===== src/rtl/pipeline_pkg.sv =====
`default_nettype none
// ============================================================================
//  Module      : pipeline_pkg
//  Description : Shared pipeline types and constants: hazard controller state
//                encoding and register-field definitions.
//  Revision    : 1.0 - initial release
// ============================================================================
package pipeline_pkg;

   // Width of an architectural register index field
   localparam int REG_W = 5;

   // Register $zero: writes to it are discarded, so it never creates a hazard
   localparam logic [REG_W-1:0] REG_ZERO = 5'd0;

   // Hazard controller state encoding
   typedef enum logic [1:0] {
      RUN      = 2'd0,
      MEM_WAIT = 2'd1,
      HALT     = 2'd2
   } hz_state_e;

endpackage : pipeline_pkg
`default_nettype wire


===== src/rtl/hazard_detect.sv =====
`default_nettype none
// ============================================================================
//  Module      : hazard_detect
//  Description : Combinational load-use comparator. Flags an ID-stage
//                instruction that reads the destination of a load in EX.
//  Revision    : 1.0 - initial release
// ============================================================================
module hazard_detect
   import pipeline_pkg::*;
(
   input  logic [REG_W-1:0] id_rs,
   input  logic [REG_W-1:0] id_rt,
   input  logic             id_uses_rt,
   input  logic             ex_memread,
   input  logic [REG_W-1:0] ex_dest,
   output logic             load_use
);

   logic w_rs_match;
   logic w_rt_match;

   // rt is only a real source when the ID instruction actually reads it
   assign w_rs_match = (ex_dest == id_rs);
   assign w_rt_match = id_uses_rt && (ex_dest == id_rt);

   // A load into $zero produces nothing to wait for
   assign load_use = ex_memread && (ex_dest != REG_ZERO) && (w_rs_match || w_rt_match);

endmodule : hazard_detect
`default_nettype wire


===== src/rtl/hazard_ctrl.sv =====
`default_nettype none
// ============================================================================
//  Module      : hazard_ctrl
//  Description : Pipeline hazard/stall controller. Drives PC, IF/ID, ID/EX and
//                EX/MEM enables and flushes; inserts load-use bubbles, flushes
//                on redirects, freezes on slow memory, halts on a memory
//                timeout and counts stalled cycles.
//  Revision    : 1.0 - initial release
// ============================================================================
module hazard_ctrl
   import pipeline_pkg::*;
#(
   parameter int MEM_TIMEOUT = 256,   // must be >= 2
   parameter int CNT_W       = 16
) (
   input  logic             clk,
   input  logic             reset,
   input  logic [REG_W-1:0] id_rs,
   input  logic [REG_W-1:0] id_rt,
   input  logic             id_uses_rt,
   input  logic             ex_memread,
   input  logic [REG_W-1:0] ex_dest,
   input  logic             ex_redirect,
   input  logic             mem_req,
   input  logic             mem_ready,
   input  logic             perf_clear,
   output logic             pc_enable,
   output logic             if_id_enable,
   output logic             if_id_flush,
   output logic             id_ex_enable,
   output logic             id_ex_flush,
   output logic             ex_mem_enable,
   output logic             mem_timeout,
   output logic [CNT_W-1:0] stall_cycles
);

   // Wait counter must be able to hold MEM_TIMEOUT itself
   localparam int WAIT_W = $clog2(MEM_TIMEOUT + 1);
   localparam logic [WAIT_W-1:0] c_WAIT_LAST = WAIT_W'(MEM_TIMEOUT - 1);
   localparam logic [WAIT_W-1:0] c_WAIT_ONE  = WAIT_W'(1);

   hz_state_e         state_q, state_d;
   logic [WAIT_W-1:0] wait_cnt_q, wait_cnt_d;
   logic              mem_timeout_q, mem_timeout_d;
   logic [CNT_W-1:0]  stall_cycles_q, stall_cycles_d;

   logic w_load_use;
   logic w_mem_busy;
   logic w_pc_en, w_ifid_en, w_ifid_fl, w_idex_en, w_idex_fl, w_exmem_en;

   hazard_detect u_detect (
      .id_rs      (id_rs),
      .id_rt      (id_rt),
      .id_uses_rt (id_uses_rt),
      .ex_memread (ex_memread),
      .ex_dest    (ex_dest),
      .load_use   (w_load_use)
   );

   assign w_mem_busy = mem_req && !mem_ready;

   // Same-cycle pipeline control and FSM next-state selection
   always_comb begin
      w_pc_en       = 1'b1;
      w_ifid_en     = 1'b1;
      w_ifid_fl     = 1'b0;
      w_idex_en     = 1'b1;
      w_idex_fl     = 1'b0;
      w_exmem_en    = 1'b1;
      state_d       = state_q;
      wait_cnt_d    = wait_cnt_q;
      mem_timeout_d = mem_timeout_q;

      case (state_q)
         RUN: begin
            if (w_mem_busy) begin
               // Freeze everything; nothing is flushed so no work is lost
               w_pc_en    = 1'b0;
               w_ifid_en  = 1'b0;
               w_idex_en  = 1'b0;
               w_exmem_en = 1'b0;
               state_d    = MEM_WAIT;
               wait_cnt_d = c_WAIT_ONE;
            end else if (ex_redirect) begin
               // Wrong-path instructions in IF/ID and ID/EX are squashed;
               // this also cancels any load-use stall on the same path
               w_ifid_fl = 1'b1;
               w_idex_fl = 1'b1;
            end else if (w_load_use) begin
               // Hold PC and IF/ID, inject one bubble into ID/EX
               w_pc_en   = 1'b0;
               w_ifid_en = 1'b0;
               w_idex_fl = 1'b1;
            end
         end

         MEM_WAIT: begin
            if (!mem_ready) begin
               // Still frozen; redirect and load-use wait for release
               w_pc_en    = 1'b0;
               w_ifid_en  = 1'b0;
               w_idex_en  = 1'b0;
               w_exmem_en = 1'b0;
               wait_cnt_d = wait_cnt_q + c_WAIT_ONE;
               if (wait_cnt_q == c_WAIT_LAST) begin
                  state_d       = HALT;
                  mem_timeout_d = 1'b1;
               end
            end else begin
               // Access completes: resume and re-evaluate held hazards
               state_d    = RUN;
               wait_cnt_d = '0;
               if (ex_redirect) begin
                  w_ifid_fl = 1'b1;
                  w_idex_fl = 1'b1;
               end else if (w_load_use) begin
                  w_pc_en   = 1'b0;
                  w_ifid_en = 1'b0;
                  w_idex_fl = 1'b1;
               end
            end
         end

         HALT: begin
            // Terminal until reset
            w_pc_en       = 1'b0;
            w_ifid_en     = 1'b0;
            w_idex_en     = 1'b0;
            w_exmem_en    = 1'b0;
            mem_timeout_d = 1'b1;
         end

         default: begin
            // Unreachable encoding: freeze and recover into RUN
            w_pc_en    = 1'b0;
            w_ifid_en  = 1'b0;
            w_idex_en  = 1'b0;
            w_exmem_en = 1'b0;
            state_d    = RUN;
            wait_cnt_d = '0;
         end
      endcase

      // While reset is held the pipeline registers are neither loaded nor cleared
      if (!reset) begin
         w_pc_en    = 1'b0;
         w_ifid_en  = 1'b0;
         w_ifid_fl  = 1'b0;
         w_idex_en  = 1'b0;
         w_idex_fl  = 1'b0;
         w_exmem_en = 1'b0;
      end
   end

   // Stall counter: clear has priority, increment saturates at all-ones
   always_comb begin
      stall_cycles_d = stall_cycles_q;
      if (perf_clear)
         stall_cycles_d = '0;
      else if (!w_pc_en && (stall_cycles_q != {CNT_W{1'b1}}))
         stall_cycles_d = stall_cycles_q + 1'b1;
   end

   // FSM state, wait counter, watchdog flag and stall counter registers
   always_ff @(posedge clk or negedge reset) begin
      if (!reset) begin
         state_q        <= RUN;
         wait_cnt_q     <= '0;
         mem_timeout_q  <= 1'b0;
         stall_cycles_q <= '0;
      end else begin
         state_q        <= state_d;
         wait_cnt_q     <= wait_cnt_d;
         mem_timeout_q  <= mem_timeout_d;
         stall_cycles_q <= stall_cycles_d;
      end
   end

   assign pc_enable     = w_pc_en;
   assign if_id_enable  = w_ifid_en;
   assign if_id_flush   = w_ifid_fl;
   assign id_ex_enable  = w_idex_en;
   assign id_ex_flush   = w_idex_fl;
   assign ex_mem_enable = w_exmem_en;
   assign mem_timeout   = mem_timeout_q;
   assign stall_cycles  = stall_cycles_q;

endmodule : hazard_ctrl
`default_nettype wire

===== config.mk =====
export PLATFORM = sky130hd
export DESIGN_NAME = hazard_ctrl
export DESIGN_NICKNAME = d
export VERILOG_FILES = /design/src/rtl/pipeline_pkg.sv /design/src/rtl/hazard_detect.sv /design/src/rtl/hazard_ctrl.sv
export SDC_FILE = /design/constraint.sdc
export NUM_CORES = 1
export LEC_CHECK = 0
export CORE_AREA = 10 10 86 88
export CTS_CLUSTER_SIZE = 14
export DETAILED_ROUTE_END_ITERATION = 10
export DIE_AREA = 0 0 96 98
export PLACE_DENSITY = 0.55
export SKIP_LAST_GASP = 1
export SLEW_MARGIN = 30
export SYNTH_ARGS = -nofsm -noshare
export SYNTH_HDL_FRONTEND = slang
export SYNTH_HIERARCHICAL = 1
export SYNTH_SLANG_ARGS = --single-unit
export TNS_END_PERCENT = 20

===== constraint.sdc =====
create_clock -name clk -period 2.55 [get_ports clk]
set_input_delay 0.51 -clock clk [delete_from_list [all_inputs] [get_ports clk]]
set_output_delay 0.51 -clock clk [all_outputs]
set_load 0.01 [all_outputs]

# Word-level counts from Yosys, hierarchy flattened
# Index checks and enable logic that the tools add are counted.
[word_totals]
regBits = 28
latchBits = 0
mem_bits_rw = 0
rom_bits = 0
input_bits = 23
output_inout_bits = 23
elab_cells = 65
n_memories = 0
[op_classes]
addsub = 2
n_mul = 0
div = 0
magnitude_cmp = 0
n_eq_ne = 10
n_shift = 0
muxes = 33
n_bitwise = 1
n_reduce_logical = 15
[ops]
columns = ["cell", "count"]
rows = [
  ["two-way mux 16 bit", 2],
  ["case mux 9 bit (3 select lines)", 1],
  ["two-way mux 1 bit", 19],
  ["two-way mux 9 bit", 2],
  ["adder 16 x 1 -> 16 bit (second input constant)", 1],
  ["!= test 16 bit (second input constant)", 1],
  ["== test 5 bit", 2],
  ["case mux 1 bit (2 select lines)", 5],
  ["adder 9 x 1 -> 9 bit (second input constant)", 1],
  ["== test 9 x 8 -> 1 bit (second input constant)", 1],
  ["two-way mux 2 bit", 3],
  ["!= test 2 bit (second input constant)", 3],
  ["case mux 2 bit (3 select lines)", 1],
  ["AND reduction 3 bit", 2],
  ["logical AND 1 bit", 5],
  ["nonzero test 5 bit", 1],
  ["nonzero test 2 bit", 2],
  ["!= test 3 bit (second input constant)", 1],
  ["== test 2 x 1 -> 1 bit (second input constant)", 1],
  ["== test 2 bit (second input constant)", 1],
  ["logical NOT 1 bit", 2],
  ["logical NOT 2 bit", 1],
  ["AND reduction 2 bit", 1],
  ["logical OR 1 bit", 1],
  ["NOT 1 bit", 1],
]

# Logic depth before layout (Yosys ltp)
# Gate-level depths: netlist of the first run.
[logic_depth]
depth_word = 13
depth_mapped = 10
depth_no_buf = 8

# Modules after synthesis
# The synthesis of the first run kept the hierarchy.
[modules_own_cells]
columns = ["module", "instances", "cells_per_inst", "area_each_um2", "seq_area_each_um2"]
rows = [
  ["hazard_ctrl", 1, 165, 1552.7, 700.7],
  ["hazard_detect", 1, 17, 132.6, 0.0],
]

# Worst setup path after synthesis of the first run
# OpenSTA, ideal clock, no wires.
[synth_timing]
path_type = "input-to-output"
startpoint = "input port ex_dest[0]"
endpoint = "output port pc_enable"
t_arrival_ns = 2.140
required_ns = 2.040
slack_ns = -0.100
stages = 8
n_path_buf = 3
cell_sequence = "or4_1 o21ai_1 a21oi_1 nand2b_1 and3_1 clkbuf_1 clkbuf_1 buf_4"
[synth_via]
elab_chain_len = 9
[synth_lines]
columns = ["element", "line", "text"]
rows = [
  ["from (decl)", "hazard_ctrl.sv:22", "input logic [REG_W-1:0] ex_dest,"],
  ["== test 5 bit", "hazard_detect.sv:24", "assign w_rt_match = id_uses_rt && (ex_dest == id_rt);"],
  ["logical AND 1 bit", "hazard_detect.sv:24", ""],
  ["logical OR 1 bit", "hazard_detect.sv:27", "assign load_use = ex_memread && (ex_dest != REG_ZERO) && (w_rs_match || w_rt_match);"],
  ["logical AND 1 bit *", "hazard_detect.sv:27", ""],
  ["net w_load_use", "hazard_ctrl.sv:47", "logic w_load_use;"],
  ["two-way mux 1 bit * (2 in series)", "--", ""],
  ["two-way mux 1 bit, on equally long branches", "--", ""],
  ["case mux 1 bit (2 select lines) *", "--", ""],
  ["two-way mux 1 bit *", "--", ""],
  ["to (decl)", "hazard_ctrl.sv:27", "output logic pc_enable,"],
]
# Mark *: on every way through the listed nets, which the timed path passes. The rest lies on a longest branch.

# Final worst setup path of the first run
[layout_timing]
startpoint = "input port reset"
endpoint = "output port ex_mem_enable"
[layout_via]
elab_chain_len = 1
[layout_lines]
columns = ["element", "line", "text"]
rows = [
  ["from (decl)", "hazard_ctrl.sv:17", "input logic reset,"],
  ["two-way mux 1 bit", "hazard_ctrl.sv:145", "if (!reset) begin"],
  ["to (decl)", "hazard_ctrl.sv:32", "output logic ex_mem_enable,"],
]
# Every way passes these cells.

==> results.sh, run 1 <==
export IMPL_core_area_mm2=0.00575
export IMPL_synth_most_common_cell="dfrtp_1"
export IMPL_maxSlewHeadroom_pct=58.5
export IMPL_drive_above_1_share_pct=25.3
export IMPL_crit_top_cell="clkdlybuf4s50_1"
export IMPL_wirelength_um=4710
export IMPL_yosys_most_used_dff="dfrtp_1"
export IMPL_ir_drop_v=0.000167
export IMPL_synth_area_mm2=0.00169
export IMPL_clk_latency_ns=0.27
export IMPL_numCtsBuffers=3
export IMPL_drv_slew=0
export IMPL_synth_edf_count=0
export IMPL_endpoint_kind="primary output"
export IMPL_ios=46
export IMPL_ant_nets=0
export IMPL_skew_ns=0.00603
export IMPL_nFillCells=605
export IMPL_die_w_um=96
export IMPL_crit_fanout=3
export IMPL_finish_net_count=273
export IMPL_power_density_mw_per_mm2=360
export IMPL_min_period_ns=2.48
export IMPL_syn_nets=208
export IMPL_outcome="completed"
export IMPL_drc=0
export IMPL_design_die_area_mm2=0.00941
export IMPL_ys_types=46
export IMPL_hpwlAfterDp_um=3450
export IMPL_grt_pass1_wl_um=8290
export IMPL_stdcell_count=320
export IMPL_start_util_pct=29.3
export IMPL_clkTransAtPathRegs_ns=0.09
export IMPL_avgSynthCellArea_um2=9.26
export IMPL_synth_commonest_cells="dfrtp_1, a21oi_1, o21ai_0"
export IMPL_io_buffers=45
export IMPL_drt_iter0_drc=43
export IMPL_rsz0062_at_grt="true"
export IMPL_cts_sinks=28
export IMPL_fin_ws_ns=0.0661
export IMPL_place_gp_congestion=0.762
export IMPL_htreeDepth=1
export IMPL_max_cap_violations=0
export IMPL_yosys_area_top_type="dfrtp_1"
export IMPL_antenna_found_initial=0
export IMPL_path_class="in2out"
export IMPL_timing_fmax_mhz=403
export IMPL_first_global_vias=1747
export IMPL_min_period_over_period_pct=97.4
export IMPL_firstDrtPassIters=4
export IMPL_crit_required_ns=2.04
export IMPL_wl_per_cell_um=14.7
export IMPL_num_rows=28
export IMPL_synthCells=182
export IMPL_cpPeakStageDelay_ns=0.53
export IMPL_vias=1667
export IMPL_die_y_um=98
export IMPL_vias_per_cell=5.21
export IMPL_grt_use_total_pct=10.6
export IMPL_synth_warnings=6
export IMPL_clockBufferDepth=2
export IMPL_crit_slowest_cell="clkdlybuf4s50_1"
export IMPL_crit_path_start_kind="primary input"
export IMPL_dp_cells=313
export IMPL_async_flop_share_pct=100
export IMPL_ys_seq_elements=28
export IMPL_cts_tree="done"
export IMPL_seq_area_frac_synth_pct=41.6
export IMPL_worstMarginPinSlew_ns=0.617
export IMPL_hold_violations=0
export IMPL_grt_overflow_total=0
export IMPL_setup_violations=0
export IMPL_dpl_worst_slack_ns=-0.717
export IMPL_root_buffer="clkbuf_8"
export IMPL_grt_max_degree=29
export IMPL_syn2layout_area_growth_pct=46.1
export IMPL_leakage_nw=1.00
export IMPL_synth_top_cell_area_share_pct=41.6
export IMPL_n_antenna_cell=0
export IMPL_hold_class="reg2reg"
export IMPL_crit_arrival_ns=1.97
export IMPL_cp_cell_sequence="clkdlybuf4s50_1 > nor2b_4 > and2_1 > buf_4 > clkdlybuf4s50_1"
export IMPL_synth_area_leaders="dfrtp_1, a21oi_1, o21ai_0"
export IMPL_cts_hold_buf=0
==> layer usage <==
layer / track usage, % / vias to the layer above / routed length [µm]
met5: 0 / - / 0
li1: - / 816 / -
met3: 2.91 / 6 / 283
met4: 4.09 / 0 / 80
met1: 13.3 / 806 / 2060
met2: 16.6 / 39 / 2290
==> layout make-up <==
type / instances / area (µm²) / share of cell area, %
clock buffers: 3 / 41.3 / 1.68
repair buffers: 69 / 593 / 24.1
inverters: 4 / 15.0 / 0.610
well taps: 75 / 93.8 / 3.81
multi-input cells: 141 / 1020 / 41.4
flip-flops and latches: 28 / 701 / 28.5
==> worst max-delay path: cells and delay by family <==
family	cells	cell delay (ns)
buf+inv	3	1.15
simple gates	2	0.31
==> registers in the layout (all words and copies together) (netlist names) <==
name / flops
state_q: 2
mem_timeout: 1
wait_cnt_q: 9
stall_cycles: 16
==> through the flow <==
step           TNS [ns]  area [µm²]  util, %  total power, mW  hold slack [ns]
3_3_place_gp      -9.91        2350     40.9            0.648            0.459
2_1_floorplan         0        1690        -            0.544            0.214
4_1_cts        -0.00213        2460     42.8            0.905            0.477
6_report              0        2460     42.9            0.885            0.472
3_5_place_dp     -10.69        2350     40.9            0.651            0.455
5_1_grt         -0.0190        2460     42.9            0.945            0.502
==> repair_timing <==
action | CTS | global route
gates resized for setup | 43 | 21
cloned | 1 | 0
pin swaps | 14 | 8
buffers inserted | 5 | 1
setup endpoints to repair | 22 | 16
==> power breakdown <==
| part | internal [mW] | switching [mW] | total [mW] |
|---|---|---|---|
| sequential | 0.455 | 0.0109 | 0.465 |
| combinational | 0.0953 | 0.0839 | 0.179 |
| clock | 0.106 | 0.135 | 0.241 |
==> layout by cell type, fill, tap and decap left out, types with 8 or more instances in the layout <==
cell             netlist  layout
a21oi_1               15      12
buf_4                  2      23
clkdlybuf4s50_1        0      29
dfrtp_1               28      28
nand3_1               13      13
nand4_1                8       8
nor2_1                 9       9
o21ai_0               15      15
o31ai_1               10      10
or4_1                  9       8
==> final timing paths <==
path                       depth (start not counted)                     endpoint                        start  slack [ns]
min in group asynchronous                          2      mem_timeout$_DFFE_PN0P_                        reset        0.68
max reg2reg                                        6  stall_cycles[2]$_DFFE_PN0P_  stall_cycles[0]$_DFFE_PN0P_        0.55
max in group asynchronous                          2  stall_cycles[4]$_DFFE_PN0P_                        reset        1.60
min                                                1      mem_timeout$_DFFE_PN0P_      mem_timeout$_DFFE_PN0P_        0.47
max                                                5                ex_mem_enable                        reset        0.07
min reg2reg                                        1      mem_timeout$_DFFE_PN0P_      mem_timeout$_DFFE_PN0P_        0.47
==> cells by family after synthesis <==
family / share of synthesized area [%]
AOI/OAI and AO/OA: 18.3
buffers and inverters: 3.56
adders and majority gates: 2.23
muxes: 2.60
DFF: 41.6
xor gates and xnor gates: 5.72
and+or+nand+nor: 26.0
(Power assumes the default switching activity.)
==> inputs of run 2 (changes only) <==
- CTS_CLUSTER_DIAMETER: default -> 60
==> results of run 2 <==
The final DEF is identical to that of run 1; final timing and power are the same.
==> inputs of run 3 (changes only) <==
- ABC_CLOCK_PERIOD_IN_PS: default -> 2550
==> results of run 3 <==
The final DEF is identical to that of run 1; final timing and power are the same.
